## config.mk

```make
export PLATFORM = sky130hd
export DESIGN_NAME = hclk_gate_seq
export DESIGN_NICKNAME = d
export VERILOG_FILES = /design/src/rtl/hclk_pkg.sv /design/src/rtl/key_debounce.sv /design/src/rtl/hclk_gate_seq.sv
export SDC_FILE = /design/constraint.sdc
export NUM_CORES = 1
export LEC_CHECK = 0
export ABC_AREA = 0
export BUFFER_PORTS_ARGS = -buffer_cell sky130_fd_sc_hd__buf_2
export CAP_MARGIN = 40
export CORE_MARGIN = 4
export CORE_UTILIZATION = 45
export CTS_BUF_LIST = sky130_fd_sc_hd__clkbuf_4 sky130_fd_sc_hd__clkbuf_8 sky130_fd_sc_hd__clkbuf_16
export CTS_CLUSTER_SIZE = 30
export DETAILED_ROUTE_END_ITERATION = 10
export SYNTH_ARGS = -nofsm -noshare
export SYNTH_HDL_FRONTEND = slang
export SYNTH_SLANG_ARGS = --single-unit
```

## constraint.sdc

```tcl
create_clock -name clk -period 3.7 [get_ports clk]
set_input_delay 0 -clock clk [delete_from_list [all_inputs] [get_ports clk]]
set_output_delay 0 -clock clk [all_outputs]
set_load 0.01 [all_outputs]
```

## src/rtl/hclk_pkg.sv

```systemverilog
// Shared types and helpers for the HCLK gating sequencer.
package hclk_pkg;

  typedef enum logic [2:0] {
    ST_RUN        = 3'd0,
    ST_DRAIN      = 3'd1,
    ST_SWITCH     = 3'd2,
    ST_RESUME     = 3'd3,
    ST_HALT_DRAIN = 3'd4,
    ST_STOPPED    = 3'd5
  } state_t;

  // Select index width; a single branch still needs one bit.
  function automatic int sel_width(input int n);
    if (n < 32'sd2) begin
      return 32'sd1;
    end else begin
      return $clog2(n);
    end
  endfunction

endpackage

```

## src/rtl/key_debounce.sv

```systemverilog
// Push-button conditioner: synchronizer, optional inversion, stability counter, press pulse.
module key_debounce #(
  parameter int DEBOUNCE_CYCLES = 65536,
  parameter bit INV_BTN         = 1'b0
) (
  input  logic clk,
  input  logic rst_i,
  input  logic key_i,
  output logic level_o,
  output logic press_o
);

  localparam int            CW       = $clog2(DEBOUNCE_CYCLES) + 1;
  localparam logic [CW-1:0] CNT_LAST = CW'(DEBOUNCE_CYCLES - 32'sd1);
  localparam logic [CW-1:0] CNT_ONE  = CW'(32'd1);

  logic          r_sync1;
  logic          r_sync2;
  logic          r_level;
  logic          r_press;
  logic [CW-1:0] r_cnt;
  logic          w_key;

  // Sync flops start at the idle level so reset release never looks like a transition.
  assign w_key = r_sync2 ^ INV_BTN;

  always_ff @(posedge clk or posedge rst_i) begin
    if (rst_i) begin
      r_sync1 <= INV_BTN;
      r_sync2 <= INV_BTN;
    end else begin
      r_sync1 <= key_i;
      r_sync2 <= r_sync1;
    end
  end

  // A new level is accepted only after an unbroken run of differing samples.
  always_ff @(posedge clk or posedge rst_i) begin
    if (rst_i) begin
      r_cnt   <= {CW{1'b0}};
      r_level <= 1'b0;
      r_press <= 1'b0;
    end else if (w_key == r_level) begin
      r_cnt   <= {CW{1'b0}};
      r_press <= 1'b0;
    end else if (r_cnt == CNT_LAST) begin
      r_cnt   <= {CW{1'b0}};
      r_level <= w_key;
      r_press <= w_key;
    end else begin
      r_cnt   <= r_cnt + CNT_ONE;
      r_press <= 1'b0;
    end
  end

  assign level_o = r_level;
  assign press_o = r_press;

endmodule

```

## src/rtl/hclk_gate_seq.sv

```systemverilog
// HCLK gating sequencer: cycles the divided-clock branch select and holds CE low
// for a guard gap on both sides of every branch change.
module hclk_gate_seq
  import hclk_pkg::*;
#(
  parameter int  NUM_HCLK        = 4,
  parameter int  DWELL_CYCLES    = 27000000,
  parameter int  GAP_CYCLES      = 4,
  parameter int  DEBOUNCE_CYCLES = 65536,
  parameter bit  INV_BTN         = 1'b0,
  localparam int SEL_W           = sel_width(NUM_HCLK)
) (
  input  logic             clk,
  input  logic             rst_i,
  input  logic             key_i,
  output logic             ce_o,
  output logic [SEL_W-1:0] sel_o,
  output logic             switch_o,
  output logic             running_o
);

  localparam int               GW        = $clog2(GAP_CYCLES) + 1;
  localparam int               DW        = $clog2(DWELL_CYCLES) + 1;
  localparam logic [GW-1:0]    GAP_LAST  = GW'(GAP_CYCLES - 32'sd1);
  localparam logic [GW-1:0]    GAP_ONE   = GW'(32'd1);
  localparam logic [DW-1:0]    DWELL_LAST = DW'(DWELL_CYCLES - 32'sd1);
  localparam logic [DW-1:0]    DWELL_ONE = DW'(32'd1);
  localparam logic [SEL_W-1:0] SEL_LAST  = SEL_W'(NUM_HCLK - 32'sd1);
  localparam logic [SEL_W-1:0] SEL_ONE   = SEL_W'(32'd1);

  state_t           r_state;
  state_t           w_next;
  logic [GW-1:0]    r_gap;
  logic [GW-1:0]    w_gap_next;
  logic [DW-1:0]    r_dwell;
  logic [DW-1:0]    w_dwell_next;
  logic [SEL_W-1:0] r_sel;
  logic [SEL_W-1:0] w_sel_next;
  logic             r_ce;
  logic             r_switch;
  logic             r_running;
  logic             w_press;
  logic             w_key_level_unused;

  key_debounce #(
    .DEBOUNCE_CYCLES(DEBOUNCE_CYCLES),
    .INV_BTN        (INV_BTN)
  ) u_key (
    .clk    (clk),
    .rst_i  (rst_i),
    .key_i  (key_i),
    .level_o(w_key_level_unused),
    .press_o(w_press)
  );

  // Counters are cleared whenever they are not counting, so every phase starts at zero.
  always_comb begin
    w_next       = r_state;
    w_gap_next   = {GW{1'b0}};
    w_dwell_next = {DW{1'b0}};
    case (r_state)
      ST_RUN: begin
        if (w_press) begin
          w_next = ST_HALT_DRAIN;
        end else if (r_dwell == DWELL_LAST) begin
          w_next = ST_DRAIN;
        end else begin
          w_dwell_next = r_dwell + DWELL_ONE;
        end
      end
      ST_DRAIN: begin
        if (r_gap == GAP_LAST) begin
          w_next = ST_SWITCH;
        end else begin
          w_gap_next = r_gap + GAP_ONE;
        end
      end
      ST_SWITCH: begin
        w_next = ST_RESUME;
      end
      ST_RESUME: begin
        if (r_gap == GAP_LAST) begin
          w_next = ST_RUN;
        end else begin
          w_gap_next = r_gap + GAP_ONE;
        end
      end
      ST_HALT_DRAIN: begin
        if (r_gap == GAP_LAST) begin
          w_next = ST_STOPPED;
        end else begin
          w_gap_next = r_gap + GAP_ONE;
        end
      end
      ST_STOPPED: begin
        if (w_press) begin
          w_next = ST_RESUME;
        end else begin
          w_next = ST_STOPPED;
        end
      end
      default: begin
        w_next = ST_RESUME;
      end
    endcase
  end

  // The select advances only on entry to SWITCH, when CE has already been low for the gap.
  always_comb begin
    w_sel_next = r_sel;
    if (w_next == ST_SWITCH) begin
      if (r_sel == SEL_LAST) begin
        w_sel_next = {SEL_W{1'b0}};
      end else begin
        w_sel_next = r_sel + SEL_ONE;
      end
    end else begin
      w_sel_next = r_sel;
    end
  end

  // Outputs are decoded from the next state and registered so CE cannot glitch.
  always_ff @(posedge clk or posedge rst_i) begin
    if (rst_i) begin
      r_state   <= ST_RESUME;
      r_gap     <= {GW{1'b0}};
      r_dwell   <= {DW{1'b0}};
      r_sel     <= {SEL_W{1'b0}};
      r_ce      <= 1'b0;
      r_switch  <= 1'b0;
      r_running <= 1'b1;
    end else begin
      r_state   <= w_next;
      r_gap     <= w_gap_next;
      r_dwell   <= w_dwell_next;
      r_sel     <= w_sel_next;
      r_ce      <= (w_next == ST_RUN);
      r_switch  <= (w_next == ST_SWITCH);
      r_running <= (w_next != ST_HALT_DRAIN) && (w_next != ST_STOPPED);
    end
  end

  assign ce_o      = r_ce;
  assign sel_o     = r_sel;
  assign switch_o  = r_switch;
  assign running_o = r_running;

endmodule

```

==> results.md, run 1 <==
- Run status: completed
- Endpoint kind of the worst setup timing path: register
- Setup bufs post-CTS: 0
- DRC violation count after routing: 0
- Total grt overflow: 0
- Reg2Reg Capture Point: u_key.r_cnt[11]
- Fraction of layout cells with a size suffix above 1: a little over an eighth
- Worst-case hold slack: around 0.28 ns
- Area after DPL: around 0.0029 mm2
- Sum of negative setup slack: 0 ns
- Clock latency reported for the late side of the worst-skew pair: 0.32 ns
- Number of fill cells in the layout: 538
- First-pass detailed-route iteration total: 4
- Routed wirelength normalized by instance count: 14.2 um
- Num CTS Buffers: 9
- Final setup violation count: 0
- Count of flip-flops with a built-in enable after synthesis: 0
- Max rail drop VDD: around 0.24 mV
- Area taken by multi-input logic gates: ~0.0013 mm2
- Post-synth ARST share: between 90% and 100%
- Count of input and output buffers: 7
- Slew at the pin with the worst max-slew slack: about 0.6 ns
- Clock-pin slew on the worst setup and hold paths: approximately 0.07 ns
- Startpoint of the most critical register-to-register path: u_key.r_cnt[0]
- Area growth syn-to-layout: 14.4%
- Placement-stage worst setup slack: between 1 and 1.5 ns
- Clock tree from TritonCTS: yes
- Global Route Usage Sum: between 10% and 20%
- Power density relative to cell area: roughly 450 mW/mm2
- Worst stage delay on the critical path: around 0.58 ns
- Time the final worst path needs with I/O delays and setup: between 2 and 2.5 ns
- Logic depth of the worst register-to-register path: 5
- Via-to-Cell Ratio: roughly 5.6
- Initial Utilization: 46.8%
- Antenna-violating nets left: 0
- Cell area after layout: 0.00319 mm2
- X dimension of the die: around 87 um
- Maximum clock path buffer count: 2
- Die H: 86.7 um
- Max Cap Violations: 0
- Net total in the final layout: 291
- R2R setup slack: approximately 1.5 ns
- Portion of the post-synthesis area used by sequential elements: about 52%
- Chain of cells forming the critical path: ha_1 > nand2_1 > or4_4 > o31ai_4 > nor2_1
- Net count of the mapped netlist: ~280
- Antenna diode instance count: 0
- Max H-tree Level: 3
- CP Class: register to register
- Most instantiated flip-flop cell in the synthesis netlist: sky130_fd_sc_hd__dfrtp_1
- WP data arrival: about 2.4 ns
- Die Outline Area: between 0.007 and 0.008 mm2
- Placement row count: 28
- Class of the tightest hold or removal check: input pin to asynchronous set/reset pin
- Peak clock frequency supported by timing: 456 MHz
- Total detailed-routing wirelength: around 5.2 mm
- Final worst slack: between 1.5 and 2 ns
- Synthesis warning total: 0
- Routability congestion estimate: ~0.78
- Largest fanout of any net on the critical path: 15
- Final worst-path cycle share: 59.2%
- Slowest stage cell, crit path: sky130_fd_sc_hd__o31ai_4
- Clock Sinks: slightly below 60
- Kind of start point of the critical path: register
- Leakage power summed over all cells: approximately 1.4 nW
- Core region area: about 0.0060 mm2
- Number of violations reported at the end of detailed-routing iteration 0: 92
- Global-route wire length before repair: 8.85 mm
- Gate count after technology mapping: 269
- Via count of the first global-routing pass: about 2000
- Buffering stage count on the worst path with inverters included: 0
- CP Data Required Time: between 3 and 4 ns
- Total number of vias: 2041
- Master cell of the clock root buffer: sky130_fd_sc_hd__clkbuf_8
- HPWL reported at the end of detailed placement: between 3 and 4 mm
- Synth Cell Area: 0.00279 mm2
- Setup repair after global routing missed its margin: no
- Final hold vios: 0
- Number of cells upsized or downsized after cts: 0
- Largest net degree at the start of global routing: 33
- Slew HR: between 50% and 60%
- Boundary Pins: 8
- Number of synthesized register bits: a little under 60
- Cell depth of the worst setup path: 5
- Slew Viols, Final: 0
- Synth unique cells: 42
- Flip-flop and latch area: 0.00146 mm2
- Final clock skew: between 0.007 and 0.008 ns
- Avg Synthesized Cell Area: a little over 10 um2
- Number of antenna violations at the first check in global routing: 0
- Family with the most delay on the worst path: simple AND/OR/NAND/NOR gates
==> kinds of logic (layout without fill, tap and decap cells) <==
kind of cell,count (synthesis),count (layout),synth area share (%)
AO/OA/AOI/OAI,33,33,7.50
XOR/XNOR,28,28,8.80
adder cells (fa/ha/maj),4,4,1.80
buffers and inverters,16,36,2.20
flip-flops,58,58,52.2
multiplexers,4,4,1.71
AND/OR/NAND/NOR,126,126,25.8
==> routing by layer <==
| layer | vias up | share of wire [%] | GRT usage [%] |
|---|---|---|---|
| li1 | 1000 | - | - |
| met5 | - | 0 | 0 |
| met1 | 1010 | 50 | 19.8 |
| met2 | 20 | 46 | 23.2 |
| met3 | 11 | 2.3 | 2.95 |
| met4 | 0 | 2.2 | 7.08 |
==> state kept, by name, summed over array words and instances, names as in the netlist <==
signal and cells:
ce_o 1, u_key.press_o 1, r_dwell 26, u_key.level_o 1
r_state 3, u_key.r_sync1 1, running_o 1, sel_o 2
u_key.r_cnt 17, switch_o 1, r_gap 3, u_key.r_sync2 1
==> cells in the mapped netlist, types with 3 or more instances <==
master                     number  area (um2)
sky130_fd_sc_hd__a21oi_1       15        75.1
sky130_fd_sc_hd__or4_1          7        52.6
sky130_fd_sc_hd__xor2_1        14         123
sky130_fd_sc_hd__dfstp_2        3        78.8
sky130_fd_sc_hd__ha_1           4        50.1
sky130_fd_sc_hd__nand4_1       14        87.6
sky130_fd_sc_hd__inv_1          9        33.8
sky130_fd_sc_hd__and3_1         7        43.8
sky130_fd_sc_hd__or3_1          5        31.3
sky130_fd_sc_hd__nor3b_1        3        22.5
sky130_fd_sc_hd__o21ai_0        7        35.0
sky130_fd_sc_hd__nor3_1         7        35.0
sky130_fd_sc_hd__o31ai_1        6        45.0
sky130_fd_sc_hd__nor2_1        35         131
sky130_fd_sc_hd__and4_1         3        26.3
sky130_fd_sc_hd__nand2_1        8        30.0
sky130_fd_sc_hd__nor4_1         6        37.5
sky130_fd_sc_hd__clkbuf_1       6        22.5
sky130_fd_sc_hd__dfrtp_1       55        1380
sky130_fd_sc_hd__nand3_1       17        85.1
sky130_fd_sc_hd__xnor2_1       14         123
==> tightest hold or removal path, cell delays in order <==
cell,delay [ns]
sky130_fd_sc_hd__dlygate4sd3_1,0.54
sky130_fd_sc_hd__buf_2,0.12
sky130_fd_sc_hd__inv_2,0.41
==> cell type report <==
type                       count  share of cell area [%]
clock inverter                 7                    4.43
tap                           75                    2.94
sequential                    58                    45.6
inverter                       9                    1.06
timing repair buffer          11                    2.20
multi-input combinational    195                    39.9
clock buffer                   9                    3.88
==> layout by cell type, fill, tap and decap left out, types with 2 or more instances in the layout <==
| cell type | count |
|---|---|
| sky130_fd_sc_hd__a21oi_1 | 15 |
| sky130_fd_sc_hd__and3_1 | 7 |
| sky130_fd_sc_hd__and4_1 | 3 |
| sky130_fd_sc_hd__buf_2 | 7 |
| sky130_fd_sc_hd__buf_4 | 2 |
| sky130_fd_sc_hd__bufinv_16 | 4 |
| sky130_fd_sc_hd__clkbuf_8 | 9 |
| sky130_fd_sc_hd__dfrtp_1 | 55 |
| sky130_fd_sc_hd__dfstp_2 | 3 |
| sky130_fd_sc_hd__dlygate4sd3_1 | 2 |
| sky130_fd_sc_hd__ha_1 | 4 |
| sky130_fd_sc_hd__inv_1 | 8 |
| sky130_fd_sc_hd__mux2_2 | 2 |
| sky130_fd_sc_hd__nand2_1 | 8 |
| sky130_fd_sc_hd__nand2b_1 | 2 |
| sky130_fd_sc_hd__nand3_1 | 17 |
| sky130_fd_sc_hd__nand4_1 | 14 |
| sky130_fd_sc_hd__nor2_1 | 35 |
| sky130_fd_sc_hd__nor2b_1 | 2 |
| sky130_fd_sc_hd__nor3_1 | 7 |
| sky130_fd_sc_hd__nor3b_1 | 3 |
| sky130_fd_sc_hd__nor4_1 | 6 |
| sky130_fd_sc_hd__o21ai_0 | 7 |
| sky130_fd_sc_hd__o31ai_1 | 6 |
| sky130_fd_sc_hd__or3_1 | 5 |
| sky130_fd_sc_hd__or4_1 | 7 |
| sky130_fd_sc_hd__xnor2_1 | 14 |
| sky130_fd_sc_hd__xor2_1 | 14 |
==> worst max-delay path by stage <==
| stage | endpoint | start |
|---|---|---|
| detailed placement | u_key.r_cnt[6] | u_key.r_cnt[0] |
| CTS | u_key.r_cnt[4] | u_key.r_cnt[0] |
| global route | u_key.r_cnt[7] | u_key.r_cnt[0] |
| finish | u_key.r_cnt[11] | u_key.r_cnt[0] |
| floorplan | u_key.level_o | u_key.r_cnt[0] |
| global placement | u_key.r_cnt[8] | u_key.r_cnt[0] |
==> through the flow <==
stage | cells | power (mW) | util (%)
floorplan | 269 | 0.670 | -
global placement | 346 | 0.678 | 48.8
detailed placement | 346 | 0.678 | 48.8
CTS | 364 | 1.45 | 53.6
global route | 364 | 1.48 | 53.6
finish | 364 | 1.44 | 53.6
==> power by group <==
group	switching [mW]	internal [mW]
combinational	0.0179	0.00651
clock	0.254	0.515
sequential	0.00423	0.638
==> timing repair <==
action / CTS / global route
endpoints found under the setup margin: 0 / 0
endpoints found under the hold margin: 25 / 0
hold buffers: 2 / 0
Note: power is estimated with default switching activity, not from simulation.
==> run 2: changes to the inputs <==
Clock period 3.7 ns to 1.9 ns, I/O delays scaled along.
==> run 2 against run 1 <==
Global-route usage increased by 1.1 points. Cell count increased by 8.0%. Power up 73%. Cell area is 5.8% higher. Setup slack worse by 1.5 ns. Register-to-register slack worse by 1.5 ns. Sequential share of layout area fell by 2.5 points. Sequential power increased by 95%. Critical path depth down 1. Clock-buffer cell count up 2. Combinational power rose to 2.9 times the previous value. Die area is the same.
==> results.md, run 2 (synthesis gave the netlist of run 1 again) <==
- Run status: completed (unchanged)
- Worst stage delay on the critical path: 0.54 ns (was 0.58 ns)
- X dimension of the die: 86.7 um (unchanged)
- Time the final worst path needs with I/O delays and setup: 1.85 ns (was 2.19 ns)
- WP data arrival: 2.06 ns (was 2.38 ns)
- Number of antenna violations at the first check in global routing: 0 (unchanged)
- Placement row count: 28 (unchanged)
- Initial Utilization: 46.8% (unchanged)
- Slowest stage cell, crit path: sky130_fd_sc_hd__or4_4 (was sky130_fd_sc_hd__o31ai_4)
- Boundary Pins: 8 (unchanged)
- Total grt overflow: 0 (unchanged)
- Global-route wire length before repair: 9.45 mm (was 8.85 mm)
- Logic depth of the worst register-to-register path: 4 (was 5)
- Top register by number of flip-flops: r_dwell (unchanged)
- Max H-tree Level: 3 (unchanged)
- Final cell count without fillers: 393 (was 364)
- Chain of cells forming the critical path: nand4_4 > or4_4 > or3_4 > mux2_4 (was ha_1 > nand2_1 > or4_4 > o31ai_4 > nor2_1)
- First-pass detailed-route iteration total: 4 (unchanged)
- Largest registers: r_dwell x26, u_key.r_cnt x17 (unchanged)
- Core region area: 0.00596 mm2 (unchanged)
- Slew Viols, Final: 0 (unchanged)
- Placed Instances: 371 (was 346)
- Clock-pin slew on the worst setup and hold paths: 0.07 ns (about the same)
- Leakage power summed over all cells: 1.49 nW (was 1.37 nW)
- Antenna diode instance count: 0 (unchanged)
- Max Cap Violations: 0 (unchanged)
- Largest register FFs: 26 (unchanged)
- Maximum clock path buffer count: 2 (unchanged)
- Clock Sinks: 58 (unchanged)
- Most common library cell in the layout ignoring fill and taps: sky130_fd_sc_hd__dfrtp_1 (unchanged)
- DRC violation count after routing: 0 (unchanged)
- Endpoint kind of the worst setup timing path: register (unchanged)
- Peak clock frequency supported by timing: 542 MHz (was 456 MHz)
- Antenna-violating nets left: 0 (unchanged)
- Via-to-Cell Ratio: 5.35 (was 5.61)
- Net total in the final layout: 320 (was 291)
- Max rail drop VDD: 0.456 mV (was 0.239 mV)
- Setup repair after global routing missed its margin: no (unchanged)
- Routed wirelength normalized by instance count: 13.5 um (was 14.2 um)
- Power density relative to cell area: 735 mW/mm2 (was 450 mW/mm2)
- Clock latency reported for the late side of the worst-skew pair: 0.33 ns (was 0.32 ns)
- Via count of the first global-routing pass: 2171 (was 1967)
- Number of violations reported at the end of detailed-routing iteration 0: 90 (was 92)
- Global Route Usage Sum: 16.0% (was 14.8%)
- Final worst-path cycle share: 97.1% (was 59.2%)
- Count of input and output buffers: 7 (unchanged)
- Num CTS Buffers: 9 (unchanged)
- Number of fill cells in the layout: 534 (was 538)
- Sum of negative setup slack: 0 ns (unchanged)
- HPWL reported at the end of detailed placement: 3.56 mm (was 3.38 mm)
- Final hold vios: 0 (unchanged)
- Slew HR: 77.7% (was 59.1%)
- Slew at the pin with the worst max-slew slack: 0.331 ns (was 0.613 ns)
- CP Class: register to register (unchanged)
- Fraction of layout cells with a size suffix above 1: 23.3% (was 13.5%)
- Total number of vias: 2103 (was 2041)
- Clock tree from TritonCTS: yes (unchanged)
- Most frequent cells in the layout: sky130_fd_sc_hd__dfrtp_1, sky130_fd_sc_hd__nor2_1, sky130_fd_sc_hd__buf_4 (was sky130_fd_sc_hd__dfrtp_1, sky130_fd_sc_hd__nor2_1, sky130_fd_sc_hd__nand3_1)
- Final setup violation count: 0 (unchanged)
- Class of the tightest hold or removal check: input pin to asynchronous set/reset pin (unchanged)
- Die Outline Area: 0.00752 mm2 (unchanged)
- Kind of start point of the critical path: register (unchanged)
- Die H: 86.7 um (unchanged)
- Master cell of the clock root buffer: sky130_fd_sc_hd__clkbuf_8 (unchanged)
- Total detailed-routing wirelength: 5.29 mm (was 5.15 mm)
- Largest fanout of any net on the critical path: 3 (was 15)
- CP Data Required Time: 2.12 ns (was 3.88 ns)
- Largest net degree at the start of global routing: 59 (was 33)
- Routability congestion estimate: 0.770 (was 0.775)
- Area growth syn-to-layout: 21.1% (was 14.4%)
- Final clock skew: 0.00547 ns (was 0.00716 ns)
==> run 2: changes by cell type in the layout (fill, tap and decap cells not counted), moves of 2 or more <==
| cell | previous run | this run |
|---|---|---|
| sky130_fd_sc_hd__bufinv_16 | 4 | 1 |
| sky130_fd_sc_hd__buf_4 | 2 | 30 |
| sky130_fd_sc_hd__clkbuf_8 | 9 | 11 |
| sky130_fd_sc_hd__clkinv_2 | 1 | 3 |
==> run 2: worst max-delay path, delay by kind of cell, from the launching register on <==
family | cells | cell delay, ns
and+or+nand+nor | 3 | 1.04
muxes | 1 | 0.30
DFF | 1 | 0.39
==> run 2: timing repair <==
item,4_1_cts,5_1_grt
hold buffers,2,0
endpoints found under the hold margin,59,0
setup endpoints to repair,0,18
buffers inserted,0,4
gates resized for setup,0,5
==> run 2: power breakdown <==
group	total (mW)	internal, mW	switching [mW]
Clock	1.16	0.670	0.492
Combinational	0.0705	0.0287	0.0418
Sequential	1.25	1.24	0.00495
Total	2.48	1.94	0.539
==> run 2: metal layers <==
layer	GRT usage, %	routed length [um]
met4	6.37	83
met5	0	0
met1	20.0	2560
met2	25.9	2480
met3	4.66	167
==> run 2: metrics by stage <==
step / hold WS [ns] / power, mW / utilization [%] / setup WS, ns / cell area [um2]
5_1_grt: 0.286 / 2.58 / 56.7 / 0.00148 / 3370
3_5_place_dp: 0.0834 / 1.34 / 52.2 / 0.0202 / 3110
2_1_floorplan: 0.0314 / 1.30 / - / -0.0581 / 2790
6_report: 0.255 / 2.48 / 56.7 / 0.0548 / 3370
4_1_cts: 0.272 / 2.51 / 55.9 / 0.00412 / 3330
3_3_place_gp: 0.0835 / 1.34 / 52.2 / 0.0473 / 3110
==> run 2: worst paths after layout <==
check | startpoint | end | slack (ns)
max | u_key.r_cnt[2] | u_key.level_o | 0.05
min | rst_i | u_key.r_cnt[13] | 0.26
max reg2reg | u_key.r_cnt[2] | u_key.level_o | 0.05
min reg2reg | u_key.r_sync1 | u_key.r_sync2 | 0.35
max in group asynchronous | rst_i | r_state[1] | 1.34
min in group clk | key_i | u_key.r_sync1 | 0.31
==> run 2: final cells by class <==
cell class,count,area [um2],share of cell area (%)
tap,75,93.8,2.78
clock buffer,11,151,4.49
inverter,9,33.8,1.00
clock inverter,5,52.6,1.56
multi-input combinational,195,1290,38.1
sequential,58,1460,43.2
timing repair buffer,40,300,8.90
==> run 3: changes to the inputs <==
Settings changed: SYNTH_HIERARCHICAL set to 1, TNS_END_PERCENT set to 5.
==> run 3 against run 2 <==
The flow now finishes with violations (setup timing). Setup slack got worse by 0.13 ns. Via count increased by 1.0%. Die area increased by 0.50%. Global-route usage increased by 0.45 points. Sequential cell count unchanged. Cell count increased by 1.5%. Worst hold slack improved by 0.051 ns. Combinational power decreased by 28%. Clock-buffer cell count decreased by 2. Critical path depth increased by 1. Cell area increased by 0.89%. Synthesized cell count increased by 2.6%. Critical path type unchanged. Critical endpoint is now r_dwell[8]. Largest power group is now the clock network.
==> results.md, run 3 <==
- Total number of vias: 2125 (was 2103)
- Most common library cell in the layout ignoring fill and taps: sky130_fd_sc_hd__dfrtp_1 (unchanged)
- Class of the tightest hold or removal check: input pin to asynchronous set/reset pin (unchanged)
- Final worst-path cycle share: 104% (was 97.1%)
- Final setup violation count: 27 (was 0)
- Peak clock frequency supported by timing: 506 MHz (was 542 MHz)
- Power density relative to cell area: 783 mW/mm2 (was 735 mW/mm2)
- Final clock skew: 0.0102 ns (was 0.00547 ns)
- Kind of start point of the critical path: register (unchanged)
- Largest net degree at the start of global routing: 38 (was 59)
- Max Cap Violations: 0 (unchanged)
- Synth unique cells: 40 (was 42)
- Total grt overflow: 0 (unchanged)
- Chain of cells forming the critical path: or4_1 > or4_4 > o31ai_4 > buf_12 > nor2_1 (was nand4_4 > or4_4 > or3_4 > mux2_4)
- Via count of the first global-routing pass: 2185 (was 2171)
- Final Total Pwr: 2.67 mW (was 2.48 mW)
- Maximum clock path buffer count: 2 (unchanged)
- Post-synth ARST share: 100% (unchanged)
- Final hold vios: 0 (unchanged)
- Number of antenna violations at the first check in global routing: 0 (unchanged)
- Largest register FFs: 26 (unchanged)
- Largest registers: r_dwell x26, u_key/r_cnt x17 (was r_dwell x26, u_key.r_cnt x17)
- Run status: finished with violations (was completed)
- Via-to-Cell Ratio: 5.33 (was 5.35)
- Synthesis warning total: 6 (was 0)
- DRC violation count after routing: 0 (unchanged)
- Time the final worst path needs with I/O delays and setup: 1.98 ns (was 1.85 ns)
- Leading cell types by total area after synthesis: sky130_fd_sc_hd__dfrtp_1, sky130_fd_sc_hd__xnor2_1, sky130_fd_sc_hd__nor2_1 (was sky130_fd_sc_hd__dfrtp_1, sky130_fd_sc_hd__nor2_1, sky130_fd_sc_hd__xnor2_1)
- Setup bufs post-CTS: 0 (unchanged)
- Clock Sinks: 58 (unchanged)
- Fraction of layout cells with a size suffix above 1: 21.6% (was 23.3%)
- Clock tree from TritonCTS: yes (unchanged)
- Worst-case hold slack: 0.306 ns (was 0.255 ns)
- Synth top area share: 49.1% (was 49.4%)
- Count of input and output buffers: 7 (unchanged)
- Number of synthesized register bits: 58 (unchanged)
- Avg Synthesized Cell Area: 10.2 um2 (was 10.4 um2)
- Global Route Usage Sum: 16.4% (was 16.0%)
- Slew at the pin with the worst max-slew slack: 0.792 ns (was 0.331 ns)
- Most frequent cells after synthesis: sky130_fd_sc_hd__dfrtp_1, sky130_fd_sc_hd__nor2_1, sky130_fd_sc_hd__xnor2_1, sky130_fd_sc_hd__nand3_1 (was sky130_fd_sc_hd__dfrtp_1, sky130_fd_sc_hd__nor2_1, sky130_fd_sc_hd__nand3_1, sky130_fd_sc_hd__a21oi_1)
- Clock-pin slew on the worst setup and hold paths: 0.07 ns (about the same)
- Violated checks: setup timing
- Global-route wire length before repair: 9.60 mm (was 9.45 mm)
- Routed wirelength normalized by instance count: 13.4 um (was 13.5 um)
- Top register by number of flip-flops: r_dwell (unchanged)
- Synth Cell Area: 0.00280 mm2 (was 0.00279 mm2)
- Setup repair after global routing missed its margin: yes (was no)
- Die Outline Area: 0.00756 mm2 (was 0.00752 mm2)
- Final worst slack: -0.0770 ns (was 0.0548 ns)
- HPWL reported at the end of detailed placement: 3.62 mm (was 3.56 mm)
- First-pass detailed-route iteration total: 4 (unchanged)
- Net total in the final layout: 326 (was 320)
- Antenna diode instance count: 0 (unchanged)
- CP Class: register to register (unchanged)
- Core region area: 0.00599 mm2 (was 0.00596 mm2)
- Top cell type by total area after synthesis: sky130_fd_sc_hd__dfrtp_1 (unchanged)
- Area growth syn-to-layout: 21.5% (was 21.1%)
- X dimension of the die: 86.9 um (was 86.7 um)
- Die H: 86.9 um (was 86.7 um)
- Total detailed-routing wirelength: 5.33 mm (was 5.29 mm)
- Slew Viols, Final: 0 (unchanged)
- Number of violations reported at the end of detailed-routing iteration 0: 103 (was 90)
- WP data arrival: 2.19 ns (was 2.06 ns)
- CP Data Required Time: 2.12 ns (about the same)
- Net count of the mapped netlist: 283 (was 276)
- Routability congestion estimate: 0.759 (was 0.770)
- Portion of the post-synthesis area used by sequential elements: 51.9% (was 52.2%)
- Slowest stage cell, crit path: sky130_fd_sc_hd__or4_1 (was sky130_fd_sc_hd__or4_4)
- Endpoint kind of the worst setup timing path: register (unchanged)
- Antenna-violating nets left: 0 (unchanged)
- Finished Core Util: 56.8% (was 56.7%)
- Master cell of the clock root buffer: sky130_fd_sc_hd__clkbuf_8 (unchanged)
- Num CTS Buffers: 9 (unchanged)
- Initial Utilization: 46.8% (about the same)
- Gate count after technology mapping: 276 (was 269)
- Clock latency reported for the late side of the worst-skew pair: 0.34 ns (was 0.33 ns)
- Slew HR: 47.2% (was 77.7%)
- Leakage power summed over all cells: 1.48 nW (was 1.49 nW)
- Largest fanout of any net on the critical path: 27 (was 3)
- Placement row count: 28 (unchanged)
- Max H-tree Level: 3 (unchanged)
- Count of flip-flops with a built-in enable after synthesis: 0 (unchanged)
- Worst stage delay on the critical path: 0.52 ns (was 0.54 ns)
- Placement-stage worst setup slack: -0.0686 ns (was 0.0202 ns)
- Most frequent cells in the layout: sky130_fd_sc_hd__dfrtp_1, sky130_fd_sc_hd__nor2_1, sky130_fd_sc_hd__buf_4 (unchanged)
- Max rail drop VDD: 0.521 mV (was 0.456 mV)
- Most used standard cell by instance count after synthesis: sky130_fd_sc_hd__dfrtp_1 (unchanged)
- Most instantiated flip-flop cell in the synthesis netlist: sky130_fd_sc_hd__dfrtp_1 (unchanged)
- Boundary Pins: 8 (unchanged)
- Sum of negative setup slack: -1.61 ns (was 0 ns)
run 3: worst paths after layout:
kind,startpoint,endpoint,slack [ns],cells past startpoint
worst max-delay path,r_dwell[9],r_dwell[8],-0.08,5
worst min-delay path,rst_i,r_gap[1],0.31,4
worst max register to register,r_dwell[9],r_dwell[8],-0.08,5
worst min register to register,u_key/r_sync1,u_key/r_sync2,0.35,0
max in group asynchronous,rst_i,u_key/r_cnt[1],1.04,3
min in group clk,key_i,u_key/r_sync1,0.31,2
run 3: logic make-up after synthesis:
kind of cell	share of synthesized area [%]
buffers and inverters	4.20
AND/OR/NAND/NOR	24.9
multiplexers	1.56
adder cells (fa/ha/maj)	1.79
flip-flops	51.9
AO/OA/AOI/OAI	7.19
XOR/XNOR	8.44
run 3: stage by stage:
step	instance area (um2)	instances
3_5_place_dp	3140	381
4_1_cts	3400	399
2_1_floorplan	2800	276
6_report	3400	399
3_3_place_gp	3140	381
5_1_grt	3400	399
run 3: layout make-up:
type | instances | area [um2]
fill | 524 | 2590
sequential | 58 | 1460
multi-input combinational | 195 | 1240
timing repair buffer | 42 | 328
clock buffer | 9 | 124
clock inverter | 7 | 118
tap | 75 | 93.8
inverter | 13 | 48.8
run 3: what timing repair did:
item                                    4_1_cts  5_1_grt
resized for setup                             2        1
pin swaps                                     1        0
endpoints found under the setup margin       27       28
endpoints found under the hold margin        56        0
hold buffers                                  2        0
run 3: worst max-delay path, delay by kind of cell (launching register included):
family	cells	cell delay, ns
simple gates	3	1.04
compound gates	1	0.22
flops	1	0.39
buf+inv	1	0.21
run 3: power breakdown:
part           total (mW)  switching (mW)  internal [mW]
Combinational      0.0506          0.0349         0.0157
Sequential           1.25         0.00658           1.24
Clock                1.37           0.498          0.870
run 3: metal layers:
layer	routed length [um]	share of wire, %	global-route usage, %	vias to the layer above
met3	207	3.9	5.96	6
met2	2560	48	26.4	37
met4	59	1.1	6.66	0
met5	0	0	0	-
met1	2510	47	19.9	1024
li1	-	-	-	1058
